[src/rtl/multicycle_core.sv]
// Multicycle RV32I-subset core: one shared memory port, register file, ALU and a
// control FSM. Illegal or misaligned operations park the core in a sticky trap.
module multicycle_core #(
    parameter int               WIDTH    = 32,
    parameter int               NREGS    = 32,
    parameter logic [WIDTH-1:0] RESET_PC = '0
) (
    input  logic             clk,
    input  logic             reset,
    output logic             mem_req,
    output logic             mem_we,
    output logic [WIDTH-1:0] mem_addr,
    output logic [WIDTH-1:0] mem_wdata,
    input  logic [WIDTH-1:0] mem_rdata,
    input  logic             mem_ready,
    output logic [WIDTH-1:0] pc,
    output logic             retire,
    output logic             trap,
    output logic [3:0]       dbg_state
);

    localparam int RIDX = (NREGS == 16) ? 4 : 5;
    localparam logic [WIDTH-1:0] FOUR = WIDTH'(4);

    localparam logic [6:0] OP_LW  = 7'b0000011;
    localparam logic [6:0] OP_SW  = 7'b0100011;
    localparam logic [6:0] OP_R   = 7'b0110011;
    localparam logic [6:0] OP_I   = 7'b0010011;
    localparam logic [6:0] OP_BEQ = 7'b1100011;
    localparam logic [6:0] OP_JAL = 7'b1101111;

    typedef enum logic [3:0] {
        S_BOOT, S_FETCH, S_DECODE, S_MEMADR, S_MEMREAD, S_MEMWB, S_MEMWRITE,
        S_EXECR, S_EXECI, S_ALUWB, S_BEQ, S_JAL, S_TRAP
    } state_t;

    state_t           state, state_nx;
    logic [WIDTH-1:0] rf [NREGS];
    logic [WIDTH-1:0] oldpc, a, b, aluout, mdr;
    logic [31:0]      ir;

    logic [6:0] opcode, f7;
    logic [2:0] f3;
    logic [4:0] rd, rs1, rs2;
    assign opcode = ir[6:0];
    assign rd     = ir[11:7];
    assign f3     = ir[14:12];
    assign rs1    = ir[19:15];
    assign rs2    = ir[24:20];
    assign f7     = ir[31:25];

    logic [WIDTH-1:0] imm_i, imm_s, imm_b, imm_j;
    assign imm_i = {{(WIDTH-12){ir[31]}}, ir[31:20]};
    assign imm_s = {{(WIDTH-12){ir[31]}}, ir[31:25], ir[11:7]};
    assign imm_b = {{(WIDTH-13){ir[31]}}, ir[31], ir[7], ir[30:25], ir[11:8], 1'b0};
    assign imm_j = {{(WIDTH-21){ir[31]}}, ir[31], ir[19:12], ir[20], ir[30:21], 1'b0};

    logic is_lw, is_sw, is_r, is_i, is_beq, is_jal, reg_bad, illegal;
    always_comb begin
        is_lw   = (opcode == OP_LW) && (f3 == 3'b010);
        is_sw   = (opcode == OP_SW) && (f3 == 3'b010);
        is_r    = (opcode == OP_R) &&
                  (((f7 == 7'b0000000) && (f3 == 3'b000 || f3 == 3'b111 ||
                                           f3 == 3'b110 || f3 == 3'b010)) ||
                   ((f7 == 7'b0100000) && (f3 == 3'b000)));
        is_i    = (opcode == OP_I) &&
                  (f3 == 3'b000 || f3 == 3'b111 || f3 == 3'b110 || f3 == 3'b010);
        is_beq  = (opcode == OP_BEQ) && (f3 == 3'b000);
        is_jal  = (opcode == OP_JAL);
        // RV32E: only the register fields an instruction actually uses are range-checked.
        reg_bad = (NREGS == 16) &&
                  (((is_lw | is_sw | is_r | is_i | is_beq) && rs1[4]) ||
                   ((is_sw | is_r | is_beq) && rs2[4]) ||
                   ((is_lw | is_r | is_i | is_jal) && rd[4]));
        illegal = !(is_lw | is_sw | is_r | is_i | is_beq | is_jal) || reg_bad;
    end

    logic [WIDTH-1:0] rs1v, rs2v, alu_b, alu_res, addr_calc, jal_target;
    logic             jal_trap;
    assign rs1v       = (rs1 == 5'd0) ? '0 : rf[rs1[RIDX-1:0]];
    assign rs2v       = (rs2 == 5'd0) ? '0 : rf[rs2[RIDX-1:0]];
    assign alu_b      = (state == S_EXECI) ? imm_i : b;
    assign addr_calc  = a + (is_sw ? imm_s : imm_i);
    assign jal_target = oldpc + imm_j;
    assign jal_trap   = jal_target[1];

    always_comb begin
        case (f3)
            3'b111:  alu_res = a & alu_b;
            3'b110:  alu_res = a | alu_b;
            3'b010:  alu_res = ($signed(a) < $signed(alu_b)) ? {{(WIDTH-1){1'b0}}, 1'b1} : '0;
            default: alu_res = (state == S_EXECR && f7[5]) ? a - alu_b : a + alu_b;
        endcase
    end

    always_ff @(posedge clk or posedge reset) begin
        if (reset) state <= S_BOOT;
        else       state <= state_nx;
    end

    always_comb begin
        state_nx = state;
        case (state)
            S_BOOT:     state_nx = S_FETCH;
            S_FETCH:    if (mem_ready) state_nx = S_DECODE;
            S_DECODE: begin
                if (illegal)              state_nx = S_TRAP;
                else if (is_lw || is_sw)  state_nx = S_MEMADR;
                else if (is_r)            state_nx = S_EXECR;
                else if (is_i)            state_nx = S_EXECI;
                else if (is_beq)          state_nx = S_BEQ;
                else                      state_nx = S_JAL;
            end
            S_MEMADR: begin
                if (addr_calc[1:0] != 2'b00) state_nx = S_TRAP;
                else if (is_lw)              state_nx = S_MEMREAD;
                else                         state_nx = S_MEMWRITE;
            end
            S_MEMREAD:  if (mem_ready) state_nx = S_MEMWB;
            S_MEMWRITE: if (mem_ready) state_nx = S_FETCH;
            S_EXECR, S_EXECI: state_nx = S_ALUWB;
            S_MEMWB, S_ALUWB, S_BEQ: state_nx = S_FETCH;
            S_JAL:      state_nx = jal_trap ? S_TRAP : S_FETCH;
            S_TRAP:     state_nx = S_TRAP;
            default:    state_nx = S_BOOT;
        endcase
    end

    // Memory handshake: mem_req acts as valid and mem_ready as ready. A transfer
    // completes on the rising edge where both are high; until then mem_req,
    // mem_we, mem_addr and mem_wdata hold because they depend only on state and
    // registers that do not change while waiting.
    logic             rf_we;
    logic [WIDTH-1:0] rf_wd;
    always_comb begin
        mem_req   = (state == S_FETCH) || (state == S_MEMREAD) || (state == S_MEMWRITE);
        mem_we    = (state == S_MEMWRITE);
        mem_addr  = '0;
        mem_wdata = '0;
        if (state == S_FETCH)                                 mem_addr = pc;
        else if (state == S_MEMREAD || state == S_MEMWRITE)   mem_addr = aluout;
        if (state == S_MEMWRITE)                              mem_wdata = b;
        retire    = (state == S_MEMWB) || (state == S_ALUWB) || (state == S_BEQ) ||
                    ((state == S_JAL) && !jal_trap) || ((state == S_MEMWRITE) && mem_ready);
        trap      = (state == S_TRAP);
        rf_we     = ((state == S_MEMWB) || (state == S_ALUWB) ||
                     ((state == S_JAL) && !jal_trap)) && (rd != 5'd0);
        rf_wd     = aluout;
        if (state == S_MEMWB)    rf_wd = mdr;
        else if (state == S_JAL) rf_wd = oldpc + FOUR;
        dbg_state = state;
    end

    always_ff @(posedge clk) begin
        if (rf_we) rf[rd[RIDX-1:0]] <= rf_wd;
    end

    always_ff @(posedge clk or posedge reset) begin
        if (reset) begin
            pc     <= RESET_PC;
            oldpc  <= '0;
            ir     <= '0;
            a      <= '0;
            b      <= '0;
            aluout <= '0;
            mdr    <= '0;
        end else begin
            case (state)
                S_FETCH: if (mem_ready) begin
                    ir    <= mem_rdata[31:0];
                    oldpc <= pc;
                    pc    <= pc + FOUR;
                end
                S_DECODE: begin
                    a      <= rs1v;
                    b      <= rs2v;
                    aluout <= oldpc + imm_b;
                end
                S_MEMADR:         aluout <= addr_calc;
                S_MEMREAD:        if (mem_ready) mdr <= mem_rdata;
                S_EXECR, S_EXECI: aluout <= alu_res;
                S_BEQ:            if (a == b) pc <= aluout;
                S_JAL:            if (!jal_trap) pc <= jal_target;
                default: ;
            endcase
        end
    end

endmodule

[config.mk]
export PLATFORM = sky130hd
export DESIGN_NAME = multicycle_core
export DESIGN_NICKNAME = d
export VERILOG_FILES = /design/src/rtl/multicycle_core.sv
export SDC_FILE = /design/constraint.sdc
export NUM_CORES = 2
export LEC_CHECK = 0
export ABC_AREA = 1
export CAP_MARGIN = 20
export CELL_PAD_IN_SITES_DETAIL_PLACEMENT = 0
export CELL_PAD_IN_SITES_GLOBAL_PLACEMENT = 1
export CORE_MARGIN = 2
export CORE_UTILIZATION = 52
export CTS_CLUSTER_SIZE = 24
export DETAILED_ROUTE_END_ITERATION = 16
export PLACE_DENSITY_LB_ADDON = 0.2
export SLEW_MARGIN = 20
export SYNTH_ARGS = -nofsm -noshare
export SYNTH_HDL_FRONTEND = slang
export SYNTH_SLANG_ARGS = --single-unit
[constraint.sdc]
create_clock -name clk -period 14.2 [get_ports clk]
set_input_delay 2.84 -clock clk [delete_from_list [all_inputs] [get_ports clk]]
set_output_delay 2.84 -clock clk [all_outputs]
set_load 0.02 [all_outputs]
* After elaboration in Yosys (flattened, before gate mapping)
Memories as Yosys holds them, arrays and structs flattened.
Cells that the tools add are included.
** Cells by class
- $add $sub $neg :: 7
- Magnitude comparators :: 1
- Equality and inequality tests :: 28
- Muxes and demuxes :: 31
- Bitwise logic cells :: 7
- Reductions and logical operators :: 40
** Operator list (count)
- two-way mux 32 bit :: 12
- one-hot mux 32 bit (3 select lines) :: 3
- adder 32 bit :: 4
- adder 32 x 3 -> 32 bit (second input constant) :: 2
- one-hot mux 4 bit (9 select lines) :: 1
- AND 32 bit :: 1
- equality test 32 bit :: 1
- less-than comparator 32 bit :: 1
- two-way mux 4 bit :: 8
- OR 32 bit :: 1
- subtractor 32 bit :: 1
- equality test 7 x 6 -> 1 bit (second input constant) :: 3
- equality test 4 bit (second input constant) :: 5
- equality test 4 x 3 -> 1 bit (second input constant) :: 4
- equality test 7 bit (second input constant) :: 2
- logical OR 1 bit :: 13
- logical AND 1 bit :: 11
- zero test 5 bit :: 2
- equality test 4 x 2 -> 1 bit (second input constant) :: 2
- equality test 7 x 2 -> 1 bit (second input constant) :: 1
- equality test 7 x 5 -> 1 bit (second input constant) :: 1
- zero test 7 bit :: 1
- equality test 3 bit (second input constant) :: 2
- inequality test 2 bit (second input constant) :: 3
- 18 further kinds :: 29
** Storage, ports and cells
- Bits in registers :: 228
- Memory bits (writable) :: 1024
- Input bits :: 35
- Output and inout port bits :: 104
- Word-level logic and storage cells :: 123
- Memories :: 1
** Memory list
- rf :: words 32, bits a word 32, read ports 2, clocked after Yosys merged registers in 0, write ports 1, line 38 : logic [WIDTH-1:0] rf [NREGS];

* Logic depth before layout (Yosys ltp)
- Depth after elaboration :: 13
- Mapped depth :: 28
- Depth with buffers taken out :: 26

* Worst setup path after synthesis
OpenSTA, ideal clock, no wires.
- Kind :: input to output
- Start point :: in mem_ready
- End point :: out retire
- Arrival :: 3.260 ns
- Data required time :: 11.360 ns
- Path slack :: 8.100 ns
- Stages on the path :: 2
- Buffers on the path :: 0
- Path through :: inv_1 -> o211ai_1
** On the way
- Word-level cells in the longest chain between the ends :: 2
** Ends and longest elaborated chain
- start: declaration :: line 15 : input logic mem_ready,
- logical AND 1 bit :: line 144 : ((state == S_JAL) && !jal_trap) || ((state == S_MEMWRITE) && mem_ready);
- logical OR 1 bit :: line 144
- end: declaration :: line 17 : output logic retire,
Every way passes these cells.

* Worst setup path in the final report
Ends and elaborated chain as after synthesis.

==> metrics.txt <==
# TYPE chip_impl_metric gauge
chip_impl_metric{name="hold_viol",unit=""} 0
chip_impl_metric{name="multiInputGateArea",unit="µm²"} 31600
chip_impl_metric{name="worst-path-max-fanout",unit=""} 5
chip_impl_metric{name="cts_num_sinks",unit=""} 1252
chip_impl_metric{name="detail_route.drc_violations",unit=""} 0
chip_impl_metric{name="period_minus_slack",unit="ns"} 7.26
chip_impl_metric{name="area.growth.synth_to_final",unit="%"} 10.5
chip_impl_metric{name="fin_crit_sh",unit="%"} 51.1
chip_impl_info{name="root_buffer",value="sky130_fd_sc_hd__clkbuf_16"} 1
chip_impl_metric{name="cpPeakStageDelay",unit="ns"} 0.64
chip_impl_metric{name="critPathRequiredTime",unit="ns"} 11.36
chip_impl_metric{name="core_rows",unit=""} 136
chip_impl_metric{name="first_global_vias",unit=""} 62500
chip_impl_info{name="hold_path.startpoint",value="mdr[8]$_DFFE_PP0P_"} 1
chip_impl_metric{name="ys_types",unit=""} 60
chip_impl_metric{name="final_max_slew_viol_count",unit=""} 0
chip_impl_metric{name="synth-edff-count",unit=""} 1024
chip_impl_info{name="worst_setup_path_end_kind",value="output pin"} 1
chip_impl_info{name="run_status",value="completed"} 1
chip_impl_metric{name="io_buffer_count",unit=""} 138
chip_impl_metric{name="routed_wl",unit="µm"} 304000
chip_impl_metric{name="slew_headroom",unit="%"} 16.8
chip_impl_metric{name="p_leak",unit="nW"} 29.5
chip_impl_info{name="crit_chain",value="clkdlybuf4s50_1 > inv_1 > o211ai_1 > clkdlybuf4s50_1"} 1
chip_impl_metric{name="r2r_slack",unit="ns"} 8.89
chip_impl_metric{name="placer_s_final_routability_congestion_estimate",unit=""} 0.995
chip_impl_metric{name="drt-initial-drc-count",unit=""} 11100
chip_impl_metric{name="die_h",unit="µm"} 376
chip_impl_metric{name="combinational_fraction_of_design_power",unit="%"} 52.5
chip_impl_metric{name="hold_depth",unit=""} 2
chip_impl_metric{name="stdcell_count",unit=""} 10400
chip_impl_metric{name="synth_area",unit="µm²"} 71900
chip_impl_metric{name="timing.clock.skew",unit="ns"} 0.0340
chip_impl_metric{name="vias",unit=""} 69000
chip_impl_metric{name="ys_seq_area_share",unit="%"} 50.7
chip_impl_metric{name="cts_resized",unit=""} 0
chip_impl_metric{name="synthesized_instance_count",unit=""} 8634
chip_impl_metric{name="place.detailed.instances",unit=""} 10200
chip_impl_metric{name="pwr-share-seq",unit="%"} 29.1
chip_impl_metric{name="htree_num_levels",unit=""} 4
chip_impl_metric{name="grt_first_pass_wirelength",unit="µm"} 430000
chip_impl_metric{name="ys_ff_latch",unit=""} 1252
chip_impl_metric{name="syn-mean-instance-area",unit="µm²"} 8.33
chip_impl_metric{name="power-per-cell-area",unit="nW/µm²"} 247
chip_impl_metric{name="cts_made_buffers",unit=""} 137
chip_impl_metric{name="routed_wire_length_per_instance",unit="µm"} 29.2
chip_impl_metric{name="drv.max_cap_violation_count",unit=""} 0
chip_impl_info{name="post-synth-top-area-cell",value="sky130_fd_sc_hd__edfxtp_1"} 1
chip_impl_metric{name="viasPerCell",unit=""} 6.62
chip_impl_metric{name="layout.filler_cells",unit=""} 12300
chip_impl_metric{name="setup-violations-final",unit=""} 0
chip_impl_metric{name="fp.dieW",unit="µm"} 376
chip_impl_metric{name="setup_buffers_after_cts",unit=""} 0
chip_impl_metric{name="cts.reportedPaths.clkPinSlew",unit="ns"} 0.06
chip_impl_metric{name="p_clk_share",unit="%"} 18.4
chip_impl_metric{name="ant_nets",unit=""} 0
chip_impl_metric{name="switchingPower",unit="mW"} 9.80
chip_impl_metric{name="drt_first_pass_iters",unit=""} 7
chip_impl_info{name="hold_path_end",value="mdr[8]$_DFFE_PP0P_"} 1
chip_impl_metric{name="grt_max_degree",unit=""} 222
chip_impl_info{name="synthTopCellsByArea",value="sky130_fd_sc_hd__edfxtp_1 43%, sky130_fd_sc_hd__o21ai_0 11%, sky130_fd_sc_hd__nor2_1 9.1%, sky130_fd_sc_hd__dfrtp_1 7.9%, sky130_fd_sc_hd__nand2_1 5.3%"} 1
chip_impl_info{name="worst_r2r_startpoint",value="dbg_state[0]$_DFFE_PP0P_"} 1
chip_impl_metric{name="grt_antenna_before_repair",unit=""} 21
chip_impl_info{name="tritoncts",value="yes"} 1
chip_impl_metric{name="cellInternalPower",unit="mW"} 9.81
chip_impl_metric{name="worst_skew_pair.late_latency",unit="ns"} 0.80
chip_impl_metric{name="cts_hold_repair.buffers",unit=""} 0
chip_impl_info{name="critPathSlowestCell",value="sky130_fd_sc_hd__clkdlybuf4s50_1"} 1
chip_impl_metric{name="global_route.usage.total",unit="%"} 41.8
chip_impl_metric{name="setup-tns-final",unit="ns"} 0
chip_impl_info{name="timing_worst_setup_path_type",value="primary input to output pin"} 1
chip_impl_info{name="rsz0062_at_grt",value="no"} 1
chip_impl_metric{name="drive_above_1_share",unit="%"} 5.30
chip_impl_metric{name="layout.area.seq",unit="µm²"} 36500
chip_impl_metric{name="vdd_drop_max",unit="µV"} 248
chip_impl_metric{name="async_reset_ff_share",unit="%"} 18.2
chip_impl_metric{name="power.total",unit="mW"} 19.6
chip_impl_info{name="cp_common_cell",value="sky130_fd_sc_hd__clkdlybuf4s50_1"} 1
chip_impl_metric{name="i_o_pins",unit=""} 139
chip_impl_metric{name="initial_utilization",unit="%"} 52.4
chip_impl_metric{name="synth-warning-count",unit=""} 0
chip_impl_info{name="holdCritPathClass",value="flip-flop to flip-flop"} 1
chip_impl_metric{name="timing.reg2reg.worst_path_depth",unit=""} 16
chip_impl_metric{name="placeableCoreArea",unit="µm²"} 137000
chip_impl_metric{name="synth_top_area_share",unit="%"} 42.7
chip_impl_metric{name="dieArea",unit="µm²"} 141000
chip_impl_info{name="regToRegEndpoint",value="aluout[12]$_DFFE_PP0P_"} 1
chip_impl_metric{name="p_sw_share",unit="%"} 50.0
chip_impl_metric{name="tightestPinTransition",unit="ns"} 1.23
chip_impl_metric{name="clk_path_buf_depth",unit=""} 3
chip_impl_info{name="synth_flop_cell",value="sky130_fd_sc_hd__edfxtp_1"} 1
chip_impl_info{name="critical_path.startpoint_type",value="primary input"} 1
chip_impl_metric{name="arrival",unit="ns"} 4.42
chip_impl_metric{name="global_route_total_overflow",unit=""} 0
chip_impl_metric{name="place_hpwl",unit="µm"} 189000
chip_impl_metric{name="final_net_count",unit=""} 8730
chip_impl_metric{name="fmaxAchievable",unit="MHz"} 138
==> cell usage after synthesis (16+ instances only) <==
master                        n
sky130_fd_sc_hd__a21oi_1    292
sky130_fd_sc_hd__buf_1       18
sky130_fd_sc_hd__buf_2       74
sky130_fd_sc_hd__clkbuf_1   463
sky130_fd_sc_hd__dfrtp_1    228
sky130_fd_sc_hd__edfxtp_1  1024
sky130_fd_sc_hd__ha_1       172
sky130_fd_sc_hd__inv_1      548
sky130_fd_sc_hd__inv_2       16
sky130_fd_sc_hd__nand2_1   1025
sky130_fd_sc_hd__nand3_1    256
sky130_fd_sc_hd__nand4_1     49
sky130_fd_sc_hd__nor2_1    1741
sky130_fd_sc_hd__nor3_1      63
sky130_fd_sc_hd__nor4_1      22
sky130_fd_sc_hd__o211ai_1    46
sky130_fd_sc_hd__o21ai_0   1649
sky130_fd_sc_hd__o21ai_1     49
sky130_fd_sc_hd__o21bai_1    27
sky130_fd_sc_hd__o221ai_1    93
sky130_fd_sc_hd__o22ai_1    556
sky130_fd_sc_hd__or2_2       20
sky130_fd_sc_hd__xnor2_1     35
sky130_fd_sc_hd__xor2_1      38
==> power by group through the flow <==
stage | clock (mW) | combinational [mW] | sequential [mW]
floorplan | 0 | 6.37 | 5.40
global placement | 0 | 9.79 | 5.75
detailed placement | 0 | 9.89 | 5.76
CTS | 3.61 | 9.92 | 5.69
global route | 3.75 | 11.0 | 5.73
finish | 3.61 | 10.3 | 5.72
==> cells in the final DEF, fill, tap and decap left out, types with 11 or more instances in the layout <==
master,instances
sky130_fd_sc_hd__a21oi_1,291
sky130_fd_sc_hd__a31oi_1,11
sky130_fd_sc_hd__buf_4,126
sky130_fd_sc_hd__bufinv_16,15
sky130_fd_sc_hd__clkbuf_1,31
sky130_fd_sc_hd__clkbuf_16,138
sky130_fd_sc_hd__clkdlybuf4s50_1,138
sky130_fd_sc_hd__clkinv_1,30
sky130_fd_sc_hd__clkinv_2,16
sky130_fd_sc_hd__conb_1,32
sky130_fd_sc_hd__dfrtp_1,219
sky130_fd_sc_hd__edfxtp_1,1024
sky130_fd_sc_hd__ha_1,172
sky130_fd_sc_hd__inv_1,540
sky130_fd_sc_hd__inv_2,18
sky130_fd_sc_hd__nand2_1,1014
sky130_fd_sc_hd__nand2_2,12
sky130_fd_sc_hd__nand3_1,256
sky130_fd_sc_hd__nand4_1,49
sky130_fd_sc_hd__nor2_1,1713
sky130_fd_sc_hd__nor2_4,29
sky130_fd_sc_hd__nor3_1,58
sky130_fd_sc_hd__nor4_1,22
sky130_fd_sc_hd__o211ai_1,46
sky130_fd_sc_hd__o21ai_0,1641
sky130_fd_sc_hd__o21ai_1,49
sky130_fd_sc_hd__o21bai_1,27
sky130_fd_sc_hd__o221ai_1,93
sky130_fd_sc_hd__o22ai_1,556
sky130_fd_sc_hd__o31ai_1,13
sky130_fd_sc_hd__or2_2,20
sky130_fd_sc_hd__xnor2_1,35
sky130_fd_sc_hd__xor2_1,38
==> cell type report <==
cell class              instances  share of cell area (%)
diodes                          8                  0.0252
clock buffers                 170                    4.51
clock inverters                78                    1.11
inverters                     567                    2.73
multi-input cells            6286                    39.8
flip-flops and latches       1252                    45.9
well taps                    1794                    2.82
repair buffers                274                    3.13
==> sequential cells by signal, indices dropped and copies added (netlist names), 32 cells and up <==
| name | count |
|---|---|
| aluout | 32 |
| pc | 32 |
| mdr | 32 |
| a | 32 |
| rf | 1024 |
| oldpc | 32 |
| ir | 32 |
| b | 32 |
==> critical path, delay by kind of cell <==
kind            cells  cell delay (ns)
compound gates      1             0.22
buf+inv             3             1.36
==> per-layer routing <==
metal  track usage (%)  share of wire (%)  wire, µm  up-vias
met5                 0              0.062       190        -
met4              26.1                7.2     21900       18
met3              9.68                 12     37300     1073
met2              64.0                 44    134000     4897
met1              53.8                 36    111000    32900
li1                  -                  -         -    30100
==> per-stage QoR <==
step	instance area [µm²]	setup WS [ns]	util (%)	hold slack, ns
final	79500	6.94	57.9	0.488
after global routing	79500	6.89	57.9	0.515
after CTS	79400	6.93	57.8	0.489
after detailed placement	74900	6.93	54.6	0.474
after global placement	74900	6.92	54.6	0.467
after floorplan	72100	5.11	-	0.449
==> logic make-up (layout without fill, tap and decap cells) <==
kind of cell             count (synthesis)  after routing  share of synthesized area (%)
multiplexers                             1              1                         0.0157
buffers and inverters                 1127           1089                           6.03
other                                    1             40                        0.00521
flip-flops                            1252           1252                           50.7
adder cells (fa/ha/maj)                177            177                           3.13
AND/OR/NAND/NOR                       3213           3213                           17.8
XOR/XNOR                                73             73                          0.889
AO/OA/AOI/OAI                         2790           2790                           21.4
==> worst max-delay path by stage <==
stage | endpoint | slack, ns | depth (start not counted) | startpoint
final | retire | 6.94 | 4 | mem_ready
after global placement | retire | 6.92 | 4 | mem_ready
after CTS | retire | 6.93 | 4 | mem_ready
after detailed placement | retire | 6.93 | 4 | mem_ready
after global routing | retire | 6.89 | 4 | mem_ready
after floorplan | a[0]$_DFFE_PP0P_ | 5.11 | 1 | reset
Power figures use the tool's default switching activity.
